$ cat config.mk
export PLATFORM = sky130hd
export DESIGN_NAME = exe_muldiv_flat
export DESIGN_NICKNAME = d
export VERILOG_FILES = /design/src/rtl/muldiv_pkg.sv /design/src/rtl/exe_muldiv_if.sv /design/src/rtl/muldiv_divstep.sv /design/src/rtl/exe_muldiv.sv /design/src/flat_wrapper.sv
export SDC_FILE = /design/constraint.sdc
export NUM_CORES = 1
export LEC_CHECK = 0
export ABC_AREA = 1
export ABC_CLOCK_PERIOD_IN_PS = 6600
export CORE_UTILIZATION = 45
export DETAILED_ROUTE_END_ITERATION = 12
export PLACE_DENSITY = 0.69
export SLEW_MARGIN = 20
export SYNTH_ARGS = -nofsm -noshare
export SYNTH_HDL_FRONTEND = slang
export SYNTH_SLANG_ARGS = --single-unit
$ cat constraint.sdc
create_clock -name clock -period 6.6 [get_ports clock]
set_input_delay 0.66 -clock clock [delete_from_list [all_inputs] [get_ports clock]]
set_output_delay 0.66 -clock clock [all_outputs]
set_load 0.02 [all_outputs]
$ cat src/rtl/muldiv_pkg.sv
// Shared constants, op encodings and state enum for the exe_muldiv unit.
// MULDIV_MADD_EN turns on the MADD/MADDU op codes.
package muldiv_pkg;

  localparam int WIDTH = 32;
  localparam int ITERS = WIDTH;

  localparam logic [2:0] OP_MULT  = 3'b000;
  localparam logic [2:0] OP_MULTU = 3'b001;
  localparam logic [2:0] OP_DIV   = 3'b010;
  localparam logic [2:0] OP_DIVU  = 3'b011;
  localparam logic [2:0] OP_MADD  = 3'b100;
  localparam logic [2:0] OP_MADDU = 3'b101;

  typedef enum logic [1:0] {
    IDLE = 2'd0,
    CALC = 2'd1,
    FIX  = 2'd2
  } state_e;

  function automatic logic op_valid(input logic [2:0] op);
`ifdef MULDIV_MADD_EN
    return op <= OP_MADDU;
`else
    return op <= OP_DIVU;
`endif
  endfunction

  // Even codes (MULT, DIV, MADD) are the signed variants.
  function automatic logic op_signed(input logic [2:0] op);
    return !op[0];
  endfunction

  function automatic logic op_is_div(input logic [2:0] op);
    return op[2:1] == 2'b01;
  endfunction

endpackage

$ cat src/rtl/exe_muldiv_if.sv
// Issue/result bundle between the execute stage and the multiply/divide unit.
// The execute stage drives through master; the unit connects as slave.
interface exe_muldiv_if #(
  parameter int WIDTH = muldiv_pkg::WIDTH
);

  logic             start;
  logic [2:0]       op;
  logic [WIDTH-1:0] a;
  logic [WIDTH-1:0] b;
  logic             mem_ready;
  logic             imem_ready;
  logic             cancel;
  logic             hi_we;
  logic             lo_we;
  logic [WIDTH-1:0] wdata;
  logic             busy;
  logic             done;
  logic [WIDTH-1:0] hi;
  logic [WIDTH-1:0] lo;
  logic             div_by_zero;

  modport master (
    output start, op, a, b, mem_ready, imem_ready, cancel, hi_we, lo_we, wdata,
    input  busy, done, hi, lo, div_by_zero
  );

  modport slave (
    input  start, op, a, b, mem_ready, imem_ready, cancel, hi_we, lo_we, wdata,
    output busy, done, hi, lo, div_by_zero
  );

endinterface

$ cat src/rtl/muldiv_divstep.sv
// One restoring-division step: shift in the next dividend bit and subtract the
// divisor if it fits. The incoming remainder is always below the divisor.
module muldiv_divstep #(
  parameter int WIDTH = muldiv_pkg::WIDTH
) (
  input  logic [WIDTH-1:0] rem,
  input  logic             dbit,
  input  logic [WIDTH-1:0] divisor,
  output logic [WIDTH-1:0] rem_next,
  output logic             q_bit
);

  logic [WIDTH:0]   shifted;
  logic [WIDTH+1:0] diff;

  always_comb begin
    shifted  = {rem, dbit};
    diff     = {1'b0, shifted} - {2'b00, divisor};
    q_bit    = !diff[WIDTH+1];
    rem_next = q_bit ? diff[WIDTH-1:0] : shifted[WIDTH-1:0];
  end

endmodule

$ cat src/rtl/exe_muldiv.sv
// Iterative MULT/MULTU/DIV/DIVU unit owning architectural HI/LO; 34-cycle latency.
// Define MULDIV_MADD_EN to add MADD/MADDU (accumulate product into {HI,LO}).
//
// state | meaning
// IDLE  | waiting for issue; MTHI/MTLO writes applied here
// CALC  | one radix-2 step per cycle (shift-add or restoring subtract)
// FIX   | sign correction and HI/LO write-back, done pulse follows
module exe_muldiv #(
  parameter int WIDTH = muldiv_pkg::WIDTH
) (
  input logic         clock,
  input logic         resetn,
  exe_muldiv_if.slave bus
);
  import muldiv_pkg::*;

  localparam int ITERS = WIDTH;
  localparam int CNT_W = $clog2(ITERS);
  localparam logic [CNT_W-1:0] CNT_LAST = CNT_W'(ITERS - 1);

  state_e             state_q, state_d;
  logic [CNT_W-1:0]   cnt_q, cnt_d;
  logic [2:0]         op_q, op_d;
  logic               neg_res_q, neg_res_d;
  logic               neg_rem_q, neg_rem_d;
  logic               bz_q, bz_d;
  logic [WIDTH-1:0]   orig_a_q, orig_a_d;
  logic [WIDTH-1:0]   opnd_q, opnd_d;
  logic [2*WIDTH-1:0] acc_q, acc_d;
  logic [WIDTH-1:0]   hi_q, hi_d;
  logic [WIDTH-1:0]   lo_q, lo_d;
  logic               busy_q, busy_d;
  logic               done_q, done_d;
  logic               dz_q, dz_d;

  logic               accept;
  logic               sa, sb;
  logic [WIDTH-1:0]   mag_a, mag_b;
  logic [WIDTH:0]     mul_sum;
  logic [2*WIDTH-1:0] prod;
  logic [WIDTH-1:0]   quo, rem;
  logic [WIDTH-1:0]   rem_next;
  logic               q_bit;

  // Divide: acc holds {partial remainder, dividend/quotient}.
  muldiv_divstep #(.WIDTH(WIDTH)) u_divstep (
    .rem      (acc_q[2*WIDTH-1:WIDTH]),
    .dbit     (acc_q[WIDTH-1]),
    .divisor  (opnd_q),
    .rem_next (rem_next),
    .q_bit    (q_bit)
  );

  always_comb begin
    state_d   = state_q;
    cnt_d     = cnt_q;
    op_d      = op_q;
    neg_res_d = neg_res_q;
    neg_rem_d = neg_rem_q;
    bz_d      = bz_q;
    orig_a_d  = orig_a_q;
    opnd_d    = opnd_q;
    acc_d     = acc_q;
    hi_d      = hi_q;
    lo_d      = lo_q;
    done_d    = 1'b0;
    dz_d      = dz_q;

    sa     = op_signed(bus.op) && bus.a[WIDTH-1];
    sb     = op_signed(bus.op) && bus.b[WIDTH-1];
    mag_a  = sa ? -bus.a : bus.a;
    mag_b  = sb ? -bus.b : bus.b;
    accept = (state_q == IDLE) && bus.start && bus.mem_ready && bus.imem_ready
             && op_valid(bus.op) && !bus.cancel;

    // Multiply: acc holds {partial product, remaining multiplier bits}.
    mul_sum = {1'b0, acc_q[2*WIDTH-1:WIDTH]} + (acc_q[0] ? {1'b0, opnd_q} : '0);
    prod    = neg_res_q ? -acc_q : acc_q;
    quo     = neg_res_q ? -acc_q[WIDTH-1:0] : acc_q[WIDTH-1:0];
    rem     = neg_rem_q ? -acc_q[2*WIDTH-1:WIDTH] : acc_q[2*WIDTH-1:WIDTH];

    case (state_q)
      IDLE: begin
        if (accept) begin
          state_d   = CALC;
          cnt_d     = '0;
          op_d      = bus.op;
          neg_res_d = sa ^ sb;
          neg_rem_d = sa;
          bz_d      = op_is_div(bus.op) && (bus.b == '0);
          orig_a_d  = bus.a;
          dz_d      = 1'b0;
          if (op_is_div(bus.op)) begin
            opnd_d = mag_b;
            acc_d  = {{WIDTH{1'b0}}, mag_a};
          end else begin
            opnd_d = mag_a;
            acc_d  = {{WIDTH{1'b0}}, mag_b};
          end
        end else begin
          if (bus.hi_we) hi_d = bus.wdata;
          if (bus.lo_we) lo_d = bus.wdata;
        end
      end
      CALC: begin
        if (bus.cancel) begin
          state_d = IDLE;
        end else begin
          if (op_is_div(op_q)) acc_d = {rem_next, acc_q[WIDTH-2:0], q_bit};
          else                 acc_d = {mul_sum, acc_q[WIDTH-1:1]};
          cnt_d = cnt_q + CNT_W'(1);
          if (cnt_q == CNT_LAST) state_d = FIX;
        end
      end
      FIX: begin
        state_d = IDLE;
        if (!bus.cancel) begin
          done_d = 1'b1;
          if (op_is_div(op_q)) begin
            dz_d = bz_q;
            if (bz_q) begin
              lo_d = '1;
              hi_d = orig_a_q;
            end else begin
              lo_d = quo;
              hi_d = rem;
            end
          end else begin
`ifdef MULDIV_MADD_EN
            {hi_d, lo_d} = op_q[2] ? ({hi_q, lo_q} + prod) : prod;
`else
            {hi_d, lo_d} = prod;
`endif
          end
        end
      end
      default: state_d = IDLE;
    endcase

    busy_d = (state_d != IDLE);
  end

  always_ff @(posedge clock) begin
    if (!resetn) begin
      state_q   <= IDLE;
      cnt_q     <= '0;
      op_q      <= '0;
      neg_res_q <= 1'b0;
      neg_rem_q <= 1'b0;
      bz_q      <= 1'b0;
      orig_a_q  <= '0;
      opnd_q    <= '0;
      acc_q     <= '0;
      hi_q      <= '0;
      lo_q      <= '0;
      busy_q    <= 1'b0;
      done_q    <= 1'b0;
      dz_q      <= 1'b0;
    end else begin
      state_q   <= state_d;
      cnt_q     <= cnt_d;
      op_q      <= op_d;
      neg_res_q <= neg_res_d;
      neg_rem_q <= neg_rem_d;
      bz_q      <= bz_d;
      orig_a_q  <= orig_a_d;
      opnd_q    <= opnd_d;
      acc_q     <= acc_d;
      hi_q      <= hi_d;
      lo_q      <= lo_d;
      busy_q    <= busy_d;
      done_q    <= done_d;
      dz_q      <= dz_d;
    end
  end

  assign bus.busy        = busy_q;
  assign bus.done        = done_q;
  assign bus.hi          = hi_q;
  assign bus.lo          = lo_q;
  assign bus.div_by_zero = dz_q;

endmodule

$ cat src/flat_wrapper.sv
// flat-port wrapper written by rule: the top's interface ports become plain ports
module exe_muldiv_flat import muldiv_pkg::*;
#(
  parameter int WIDTH = muldiv_pkg::WIDTH
)
  (clock, resetn, bus_start, bus_op, bus_a, bus_b, bus_mem_ready, bus_imem_ready, bus_cancel, bus_hi_we, bus_lo_we, bus_wdata, bus_busy, bus_done, bus_hi, bus_lo, bus_div_by_zero);
  exe_muldiv_if #(.WIDTH(WIDTH)) bus_i ();
  input logic clock;
  input logic resetn;
  input wire logic [$bits(bus_i.start)-1:0] bus_start;
  input wire logic [$bits(bus_i.op)-1:0] bus_op;
  input wire logic [$bits(bus_i.a)-1:0] bus_a;
  input wire logic [$bits(bus_i.b)-1:0] bus_b;
  input wire logic [$bits(bus_i.mem_ready)-1:0] bus_mem_ready;
  input wire logic [$bits(bus_i.imem_ready)-1:0] bus_imem_ready;
  input wire logic [$bits(bus_i.cancel)-1:0] bus_cancel;
  input wire logic [$bits(bus_i.hi_we)-1:0] bus_hi_we;
  input wire logic [$bits(bus_i.lo_we)-1:0] bus_lo_we;
  input wire logic [$bits(bus_i.wdata)-1:0] bus_wdata;
  output wire logic [$bits(bus_i.busy)-1:0] bus_busy;
  output wire logic [$bits(bus_i.done)-1:0] bus_done;
  output wire logic [$bits(bus_i.hi)-1:0] bus_hi;
  output wire logic [$bits(bus_i.lo)-1:0] bus_lo;
  output wire logic [$bits(bus_i.div_by_zero)-1:0] bus_div_by_zero;
  assign bus_i.start = bus_start;
  assign bus_i.op = bus_op;
  assign bus_i.a = bus_a;
  assign bus_i.b = bus_b;
  assign bus_i.mem_ready = bus_mem_ready;
  assign bus_i.imem_ready = bus_imem_ready;
  assign bus_i.cancel = bus_cancel;
  assign bus_i.hi_we = bus_hi_we;
  assign bus_i.lo_we = bus_lo_we;
  assign bus_i.wdata = bus_wdata;
  assign bus_busy = bus_i.busy;
  assign bus_done = bus_i.done;
  assign bus_hi = bus_i.hi;
  assign bus_lo = bus_i.lo;
  assign bus_div_by_zero = bus_i.div_by_zero;
  exe_muldiv #(.WIDTH(WIDTH)) u_core (.clock(clock), .resetn(resetn), .bus(bus_i));
endmodule
== Word level (Yosys, flattened, before mapping) ==
Index checks and enable logic that the tools add are counted.
W data, S select, Z words.
Storage, ports and cells
  flip-flop bits (word level): 208
  output and inout bits: 67
Cells by class
  $add $sub $neg: 8
  order comparisons: 1
  eq/ne operators: 12
  muxes and demuxes: 37
  bitwise gates (word level): 1
  reduce and logical (&&, ||, !) cells: 22
Operator list (number)
  $mux W32: 18
  $mux W64: 4
  $neg A32 Y32: 4
  $pmux W32 S2: 2
  $pmux W64 S2: 1
  $neg A64 Y64: 1
  $sub A33 B32 Y34: 1
  $add A32 B33 Y33: 1
  $logic_not A32 Y1: 1
  $reduce_and A4 Y1: 3
  $mux W5: 2
  $ne A2 B2 Y1 const B: 5
  $pmux W5 S2: 1
  $logic_and A1 B1 Y1: 8
  $eq A2 B1 Y1 const B: 3
  $mux W2: 3
  $reduce_bool A2 Y1: 3
  $add A5 B1 Y5 const B: 1
  $eq A5 B5 Y1 const B: 1
  $mux W1: 4
  $ne A2 B1 Y1 const B: 2
  $pmux W2 S2: 1
  $reduce_and A2 Y1: 2
  $le A3 B2 Y1 const B: 1
  6 further kinds: 8

== Logic depth before layout (Yosys ltp) ==
Gate-level depths: netlist of run 1.
  depth after elaboration: 9
  depth in mapped cells: 20

== By module ==
A second synthesis of run 1 with hierarchy kept.
Second synthesis, totals
  cell total of the unflattened synthesis: 3537
  area, all modules: 19698.9 um2
By module, submodules not included
  exe_muldiv: instances 1, cells an instance 2898, area each 16573.4 um2, seq. area each 4144.0 um2
  muldiv_divstep: instances 1, cells an instance 639, area each 3125.5 um2, seq. area each 0.0 um2

== Worst setup path before layout of run 1 ==
No wires, ideal clock.
  kind: register to register
  from: register u_core.acc_q[0]
  to: register u_core.acc_q[59]
  data arrival time: 2.353 ns
  slack: 4.113 ns
  cell stages (with the launch flop): 18
  clock period less this slack: 2.487 ns
  cells stage by stage: dfxtp_1 buf_6 clkbuf_1 nand2_1 inv_1 ha_1 inv_1 fa_1 nor2_1 nor2_1 nor2_1 nor2_1 o21ai_0 nand2_1 nand3_1 nand3_1 nand3_1 a21oi_2
On the way
  word-level cells in the longest chain between the ends: 5
RTL lines
  start: declaration: line exe_muldiv.sv:29  | logic [2*WIDTH-1:0] acc_q, acc_d;
  start signal: assignment: line exe_muldiv.sv:153  | acc_q <= '0;
  start signal: assignment: line exe_muldiv.sv:168  | acc_q <= acc_d;
  $mux W32: line exe_muldiv.sv:77  | mul_sum = {1'b0, acc_q[2*WIDTH-1:WIDTH]} + (acc_q[0] ? {1'b0, opnd_q} : '0);
  $add A32 B33 Y33: line exe_muldiv.sv:77
  $mux W64: line exe_muldiv.sv:109  | if (op_is_div(op_q)) acc_d = {rem_next, acc_q[WIDTH-2:0], q_bit};
  $mux W64: line exe_muldiv.sv:106  | if (bus.cancel) begin
  $pmux W64 S2: line exe_muldiv.sv:82  | case (state_q)
Every way passes these cells. The select of a mux whose other input is x is not followed.
A chain may end at the register's enable or synchronous reset.

== Final worst setup path of run 1 ==
  from: register u_core.acc_q[50]
  to: register u_core.acc_q[54]
On the way
  word-level cells in the longest chain between the ends: 5
RTL lines
  $sub A33 B32 Y34: line muldiv_divstep.sv:18  | diff = {1'b0, shifted} - {2'b00, divisor};
  $mux W32: line muldiv_divstep.sv:20  | rem_next = q_bit ? diff[WIDTH-1:0] : shifted[WIDTH-1:0];
  $mux W64 (*): line exe_muldiv.sv:109
  $mux W64 (*): line exe_muldiv.sv:106
  $pmux W64 S2 (*): line exe_muldiv.sv:82
Every way passes the cells marked *; elsewhere a longest branch is shown, timed or not. The select of a mux whose other input is x is not followed.

==> run summary, run 1 <==
Status: complete, no violations
CP peak stage delay: 0.80 ns
Filler cells: 4758
Sequential power share: 35.2%
Synth warn: 0
DRC: 0
Worst-Margin Slew: 1.01 ns
Core Util, Final: 52.0%
Synth Flop Type: dfxtp_1
Mapped Area: 20100 um^2
Worst path slowest cell: dfxtp_1
Setup TNS: 0 ns
Syn Area/Cell: 5.66 um^2
Cts repair resizes: 0
Hold/Removal Path Class: reg2reg
Die width: 214 um
Levels on crit path: 11
Core area: 44100 um^2
H-tree depth: 1
Unique cell type count in the Yosys netlist: 60
Endpoints failing setup: 0
Vert. Die Dim: 214 um
Unrepaired setup endpoints after global routing: false
#FFs+latches synth: 207
Avg WL per Cell: 21.6 um
Buf+Inv Stages, Crit Path: 1
Starting Density: 45.6%
Hold Path Stages: 2
Final min period: 3.42 ns
Worst Path Required: 7.02 ns
Upper clock frequency limit: 292 MHz
CTS tree: done
Worst skew pair latency: 0.57 ns
Fraction of layout cells with a size suffix above 1: 5.05%
Largest net degree at the start of global routing: 100
Worst-path cell chain: ha_1, nand2_2, inv_2, a21oi_1, o21ai_2, a21oi_4, nand2_8, nand3_1, nand3_1, nand2_1, a21oi_1
GP Congestion: 1.07
Inserted Clock Buffers: 25
Row count: 77
Worst slack, placed: 2.82 ns
Clock tree buffer depth: 3
Final Cycle Share: 51.9%
Initial detailed-routing violation count: 3572
Worst-path fanout max: 37
Psw: 1.30 mW
Internal Power: 2.47 mW
Post-synthesis net count: 3738
Antenna violations before repair: 1
Number of flops mapped to enable cells by yosys: 0
Critical Path AT: 3.84 ns
Startpoint Class: flip-flop
Clock skew: 0.0139 ns
Vias in the first global route: 21534
Clk network pwr share: 40.2%
Cells after synthesis: 3559
Slew HR: 32.6%
MaxCap Viol Count: 0
Pleak: 11.1 nW
Post-DP HPWL: 72200 um
Placed cell count: 4192
Post-synthesis sequential area ratio: 20.6%
CP delay by family, top: simple AND/OR/NAND/NOR gates
Clk root buf: clkbuf_16
Final hold vios: 0
Final net count: 3806
Die Area: 45600 um^2
Setup crit end kind: flip-flop
Port Buffer Count: 173
CTS hold repair buffers: 0
Total routed wirelength: 91500 um
Drt pass-1 iters: 8
Tot GR Track Use: 39.3%
GRT overflow: 0
# clock sinks: 207
Area of the multi-input gates: 13500 um^2
Switching Share: 34.4%
Non-filler cells, final: 4240
Register area: 4150 um^2
PnR worst setup slack: 3.18 ns
Most frequent cells in the layout: nand2_1, inv_1, nor2_1, nand3_1, a21oi_1
Power per standard cell area: 164 nW/um^2
DR vias: 24614
First-pass GRT wire length: 134000 um
Ports: 174
Final antenna-violating net count: 0
Worst R2R Path Depth: 11
Vias per cell: 5.81
Worst Hold Slack: 0.480 ns
Commonest non-fill, non-tap cell in the layout: nand2_1
Fraction of registers with async set/reset: 0%
P&R area growth vs syn: 14.0%
Peak VDD IR: 180 uV
Number of setup buffers added after CTS: 0
Worst-path clk slew: 0.06 ns
WS Path Type: reg2reg
Reg2Reg Setup Slack: 3.18 ns
Slew Viols, Final: 0
Combinational cell fraction of total power: 24.6%
-- worst reg2reg max path, delay by kind of cell (launching register included) --
family	cells	cell delay (ns)
compound gates	4	0.91
buf+inv	1	0.04
simple gates	5	1.08
flops	1	0.80
fa+ha+maj	1	0.47
-- layer usage --
layer  up-vias  share of wire [%]  global-route usage [%]
li1      11673                  -                       -
met1     11141                 43                    57.4
met2      1568                 39                    55.6
met3       232                 12                    6.18
met4         0                5.4                    18.6
met5         -                  0                       0
-- worst paths after layout --
kind                                       start                to
worst max-delay path            u_core.acc_q[50]  u_core.acc_q[54]
worst min-delay path             u_core.cnt_q[4]   u_core.cnt_q[4]
worst max register to register  u_core.acc_q[50]  u_core.acc_q[54]
worst min register to register   u_core.cnt_q[4]   u_core.cnt_q[4]
-- cell usage after synthesis (6+ instances only) --
cell / count / area [um^2]
dfxtp_1: 207 / 4140
nand3b_1: 22 / 165
inv_2: 26 / 97.6
nor2_4: 10 / 113
nor3_1: 27 / 135
nand2_1: 1006 / 3780
o21ai_1: 38 / 190
a21oi_1: 298 / 1490
or2_2: 6 / 37.5
nor2_1: 339 / 1270
ha_1: 70 / 876
xor2_1: 71 / 622
a21oi_2: 7 / 61.3
buf_4: 6 / 45.0
nand4_1: 45 / 282
nand3_2: 8 / 80.1
buf_1: 10 / 37.5
o211ai_1: 35 / 263
o21ai_2: 7 / 61.3
nor2_2: 30 / 188
nand2_2: 8 / 50.1
nand3_1: 310 / 1550
o22ai_1: 33 / 206
buf_2: 47 / 235
o21bai_1: 17 / 128
o21ai_0: 260 / 1300
clkbuf_1: 82 / 308
inv_1: 454 / 1700
a31oi_1: 19 / 119
-- area by class of cell --
cell class	instances	area share, %
inverters	483	7.92
well taps	592	3.23
diodes	2	0.0218
repair buffers	193	8.18
flip-flops and latches	207	18.1
clock buffers	34	3.09
clock inverters	12	0.725
multi-input cells	2717	58.8
-- sequential cells by signal (all words and copies together) (netlist names), 2 cells and up --
| register | count |
|---|---|
| u_core.acc_q | 64 |
| u_core.state_q | 2 |
| u_core.cnt_q | 5 |
| u_core.bus.lo | 32 |
| u_core.orig_a_q | 32 |
| u_core.opnd_q | 32 |
| u_core.bus.hi | 32 |
| u_core.op_q | 2 |
-- per-stage QoR --
step                      total power [mW]  cell area, um^2
final                                 3.76            22900
after global routing                  3.87            22900
after CTS                             3.73            22900
after detailed placement              2.25            22100
after global placement                2.25            22100
after floorplan                       1.89            20100
-- power by group through the flow --
stage | Clock [mW] | Combinational [mW] | Sequential, mW
after floorplan | 0 | 0.513 | 1.38
after global placement | 0 | 0.898 | 1.35
after detailed placement | 0 | 0.897 | 1.35
after CTS | 1.50 | 0.900 | 1.32
after global routing | 1.55 | 0.986 | 1.33
final | 1.51 | 0.925 | 1.33
-- kinds of logic (layout without fill, tap and decap cells) --
logic type / count (synthesis) / in the layout / share of synthesized area [%]
simple gates: 1830 / 1830 / 38.9
buf+inv: 635 / 722 / 12.5
xor+xnor: 76 / 76 / 3.31
other cells: 0 / 2 / 0
flops: 207 / 207 / 20.6
compound gates: 739 / 739 / 20.1
fa+ha+maj: 72 / 72 / 4.55
No activity file was read; power rests on OpenSTA's default activity.
==> run 2, diff against run 1 <==
--- a/config.mk
+++ b/config.mk
@@ -6,10 +6,10 @@
 export NUM_CORES = 1
 export LEC_CHECK = 0
 export ABC_AREA = 1
-export ABC_CLOCK_PERIOD_IN_PS = 6600
+export ABC_CLOCK_PERIOD_IN_PS = 2900
 export CORE_UTILIZATION = 45
 export DETAILED_ROUTE_END_ITERATION = 12
-export PLACE_DENSITY = 0.69
+export PLACE_DENSITY = 0.71
 export SLEW_MARGIN = 20
 export SYNTH_ARGS = -nofsm -noshare
 export SYNTH_HDL_FRONTEND = slang
==> constraint.sdc (replaced) <==
create_clock -name clock -period 2.9 [get_ports clock]
set_input_delay 0.29 -clock clock [delete_from_list [all_inputs] [get_ports clock]]
set_output_delay 0.29 -clock clock [all_outputs]
set_load 0.02 [all_outputs]
==> run 2 against run 1 <==
Effect of this change:
- die area stayed put
- non-clock buffer count is 74 higher
- clock skew is 0.023 ns higher
- sequential power is 130% higher
- maximum frequency is 25% higher
- via count is 0.55% lower
- global-route usage is 1.2 points lower
- power is 130% higher
- worst hold slack worse by 0.13 ns
- clock power is 130% higher
- combinational power is 130% higher
- first-iteration DRC count is 15% lower
==> run summary, run 2 (same netlist as run 1, synthesis figures left out) <==
Port Buffer Count: 173 (unchanged)
Peak VDD IR: 366 uV (+100%)
Filler cells: 4736 (-0.46%)
Worst Path Required: 3.32 ns (-3.70 ns)
P&R area growth vs syn: 17.3%
Startpoint Class: flip-flop
Pleak: 11.5 nW (+3.7%)
Worst skew pair latency: 0.57 ns (about the same)
Final net count: 3881 (+2.0%)
Die width: 214 um (unchanged)
First-pass GRT wire length: 131000 um (-2.6%)
H-tree depth: 1 (unchanged)
Unrepaired setup endpoints after global routing: false
Tot GR Track Use: 38.1% (-1.2 points)
MaxCap Viol Count: 0 (unchanged)
Power per standard cell area: 364 nW/um^2 (+120%)
Core Util, Final: 53.5% (+1.5 points)
Worst-path fanout max: 35 (-5.4%)
CP peak stage delay: 0.42 ns (-0.38 ns)
Upper clock frequency limit: 367 MHz (+25%)
Sequential power share: 35.2% (about the same)
CP Launch Point: u_core.acc_q[0]
Critical Path AT: 3.14 ns (-0.70 ns)
Inserted Clock Buffers: 26 (+4.0%)
Final antenna-violating net count: 0 (unchanged)
Post-DP HPWL: 71600 um (-0.85%)
Hold Crit Start: bus_wdata[0]
Avg WL per Cell: 20.6 um (-4.6%)
Drt pass-1 iters: 6 (-2)
Commonest non-fill, non-tap cell in the layout: nand2_1
Worst-Margin Slew: 0.982 ns (-0.0297 ns)
Hold Path Stages: 3 (+1)
Final Cycle Share: 94.1% (+42 points)
Vias per cell: 5.68 (-2.2%)
Finished Cell Area: 23600 um^2 (+2.9%)
CP dominant cell by count: nand2_1
WHS Endpoint: u_core.bus.lo[0]
Fraction of layout cells with a size suffix above 1: 6.99% (+1.9 points)
WS Path Type: reg2reg
Reg2Reg Setup Slack: 0.17 ns (-3.00 ns)
Antenna Cells: 0 (-2)
GP Congestion: 1.07 (+0.35%)
Placed Area: 22700 um^2 (+2.9%)
Clock skew: 0.0368 ns (+0.0228 ns)
Clk network pwr share: 39.9% (-0.3 points)
Initial detailed-routing violation count: 3043 (-15%)
Vias in the first global route: 21561 (+0.13%)
CTS tree: done
Endpoints failing setup: 0 (unchanged)
# clock sinks: 207 (unchanged)
Hold/Removal Path Class: in2reg
Slew HR: 34.6% (+2.0 points)
Core area: 44100 um^2 (unchanged)
Antenna violations before repair: 1 (unchanged)
Psw: 2.89 mW (+120%)
Largest reg by FF count: u_core.acc_q
DR vias: 24479 (-0.55%)
CTS hold repair buffers: 0 (unchanged)
GRT overflow: 0 (unchanged)
Status: complete, no violations
Setup TNS: 0 ns (unchanged)
Number of setup buffers added after CTS: 0 (unchanged)
Worst path slowest cell: nor3_1
Clk root buf: clkbuf_16
Largest net degree at the start of global routing: 100 (unchanged)
DRC: 0 (unchanged)
Slew Viols, Final: 0 (unchanged)
CP delay by family, top: simple AND/OR/NAND/NOR gates
Reg2reg end: u_core.acc_q[48]
Final min period: 2.73 ns (-0.696 ns)
Starting Density: 45.6% (unchanged)
Total routed wirelength: 88800 um (-2.9%)
Buf+Inv Stages, Crit Path: 3 (+2)
Vert. Die Dim: 214 um (unchanged)
Clock tree buffer depth: 3 (unchanged)
Largest register FFs: 64 (unchanged)
Switching Share: 33.6% (-0.82 points)
Combinational cell fraction of total power: 25.0% (+0.4 points)
Final hold vios: 0 (unchanged)
Worst R2R Path Depth: 15 (+4)
Internal Power: 5.71 mW (+130%)
Die Area: 45600 um^2 (unchanged)
Most frequent cells in the layout: nand2_1, inv_1, nor2_1, nand3_1, a21oi_1
Ports: 174 (unchanged)
Worst R2R Start: u_core.acc_q[0]
Worst-path clk slew: 0.06 ns (about the same)
Row count: 77 (unchanged)
Worst-path cell chain: buf_12, nand2_1, inv_1, ha_1, nand2_1, inv_1, nand2_1, nor3_1, nand4_1, nand3_1, nand2_1, nand3_1, nand3_1, nand2_1, a21oi_1
Cts repair resizes: 0 (unchanged)
Setup crit end kind: flip-flop
run 2: cell types whose count changed in the layout (fill, tap and decap cells not counted), sizes merged:
cell and change:
inv -1, diode -2, clkinv +1, buf +74, clkinvlp +1
run 2: worst max path at each step:
stage | endpoint | slack (ns) | cells past startpoint
floorplan | u_core.acc_q[59] | 0.41 | 17
global placement | u_core.acc_q[10] | 0.17 | 15
detailed placement | u_core.bz_q | 0.20 | 10
CTS | u_core.acc_q[48] | 0.30 | 15
global route | u_core.acc_q[48] | 0.02 | 15
finish | u_core.acc_q[48] | 0.17 | 15
run 2: power groups by stage:
stage / combinational, mW / sequential, mW / clock (mW)
global route: 2.30 / 3.03 / 3.55
floorplan: 1.17 / 3.14 / 0
CTS: 2.09 / 3.02 / 3.44
detailed placement: 2.08 / 3.08 / 0
global placement: 2.08 / 3.08 / 0
finish: 2.14 / 3.02 / 3.43
run 2: worst register-to-register path, delay by kind of cell, from the launching register on:
family	cells	cell delay, ns
fa+ha+maj	1	0.36
simple gates	10	1.53
flops	1	0.34
compound gates	1	0.05
buf+inv	3	0.31
run 2: stage by stage:
stage	setup WS (ns)	cells	hold WS (ns)	power, mW
after floorplan	0.413	3559	0.423	4.30
after global placement	0.175	4266	0.459	5.16
after detailed placement	0.204	4266	0.463	5.16
after CTS	0.299	4313	0.330	8.55
after global routing	0.0223	4313	0.371	8.87
final	0.172	4313	0.348	8.59
run 2: layout make-up:
class                      count  area [um^2]  area share, %
sequential                   207         4150           17.6
timing repair buffer         267         2520           10.7
clock buffer                  34          731           3.10
multi-input combinational   2717        13500           57.1
clock inverter                13          168          0.710
inverter                     483         1820           7.70
tap                          592          741           3.14
run 2: per-layer routing:
| layer | GRT usage (%) | part of all wire [%] | up-vias |
|---|---|---|---|
| met1 | 54.9 | 44 | 11094 |
| met3 | 6.50 | 11 | 215 |
| met4 | 18.3 | 5.4 | 2 |
| met5 | 0 | 0.015 | - |
| met2 | 54.4 | 40 | 1312 |
| li1 | - | - | 11856 |
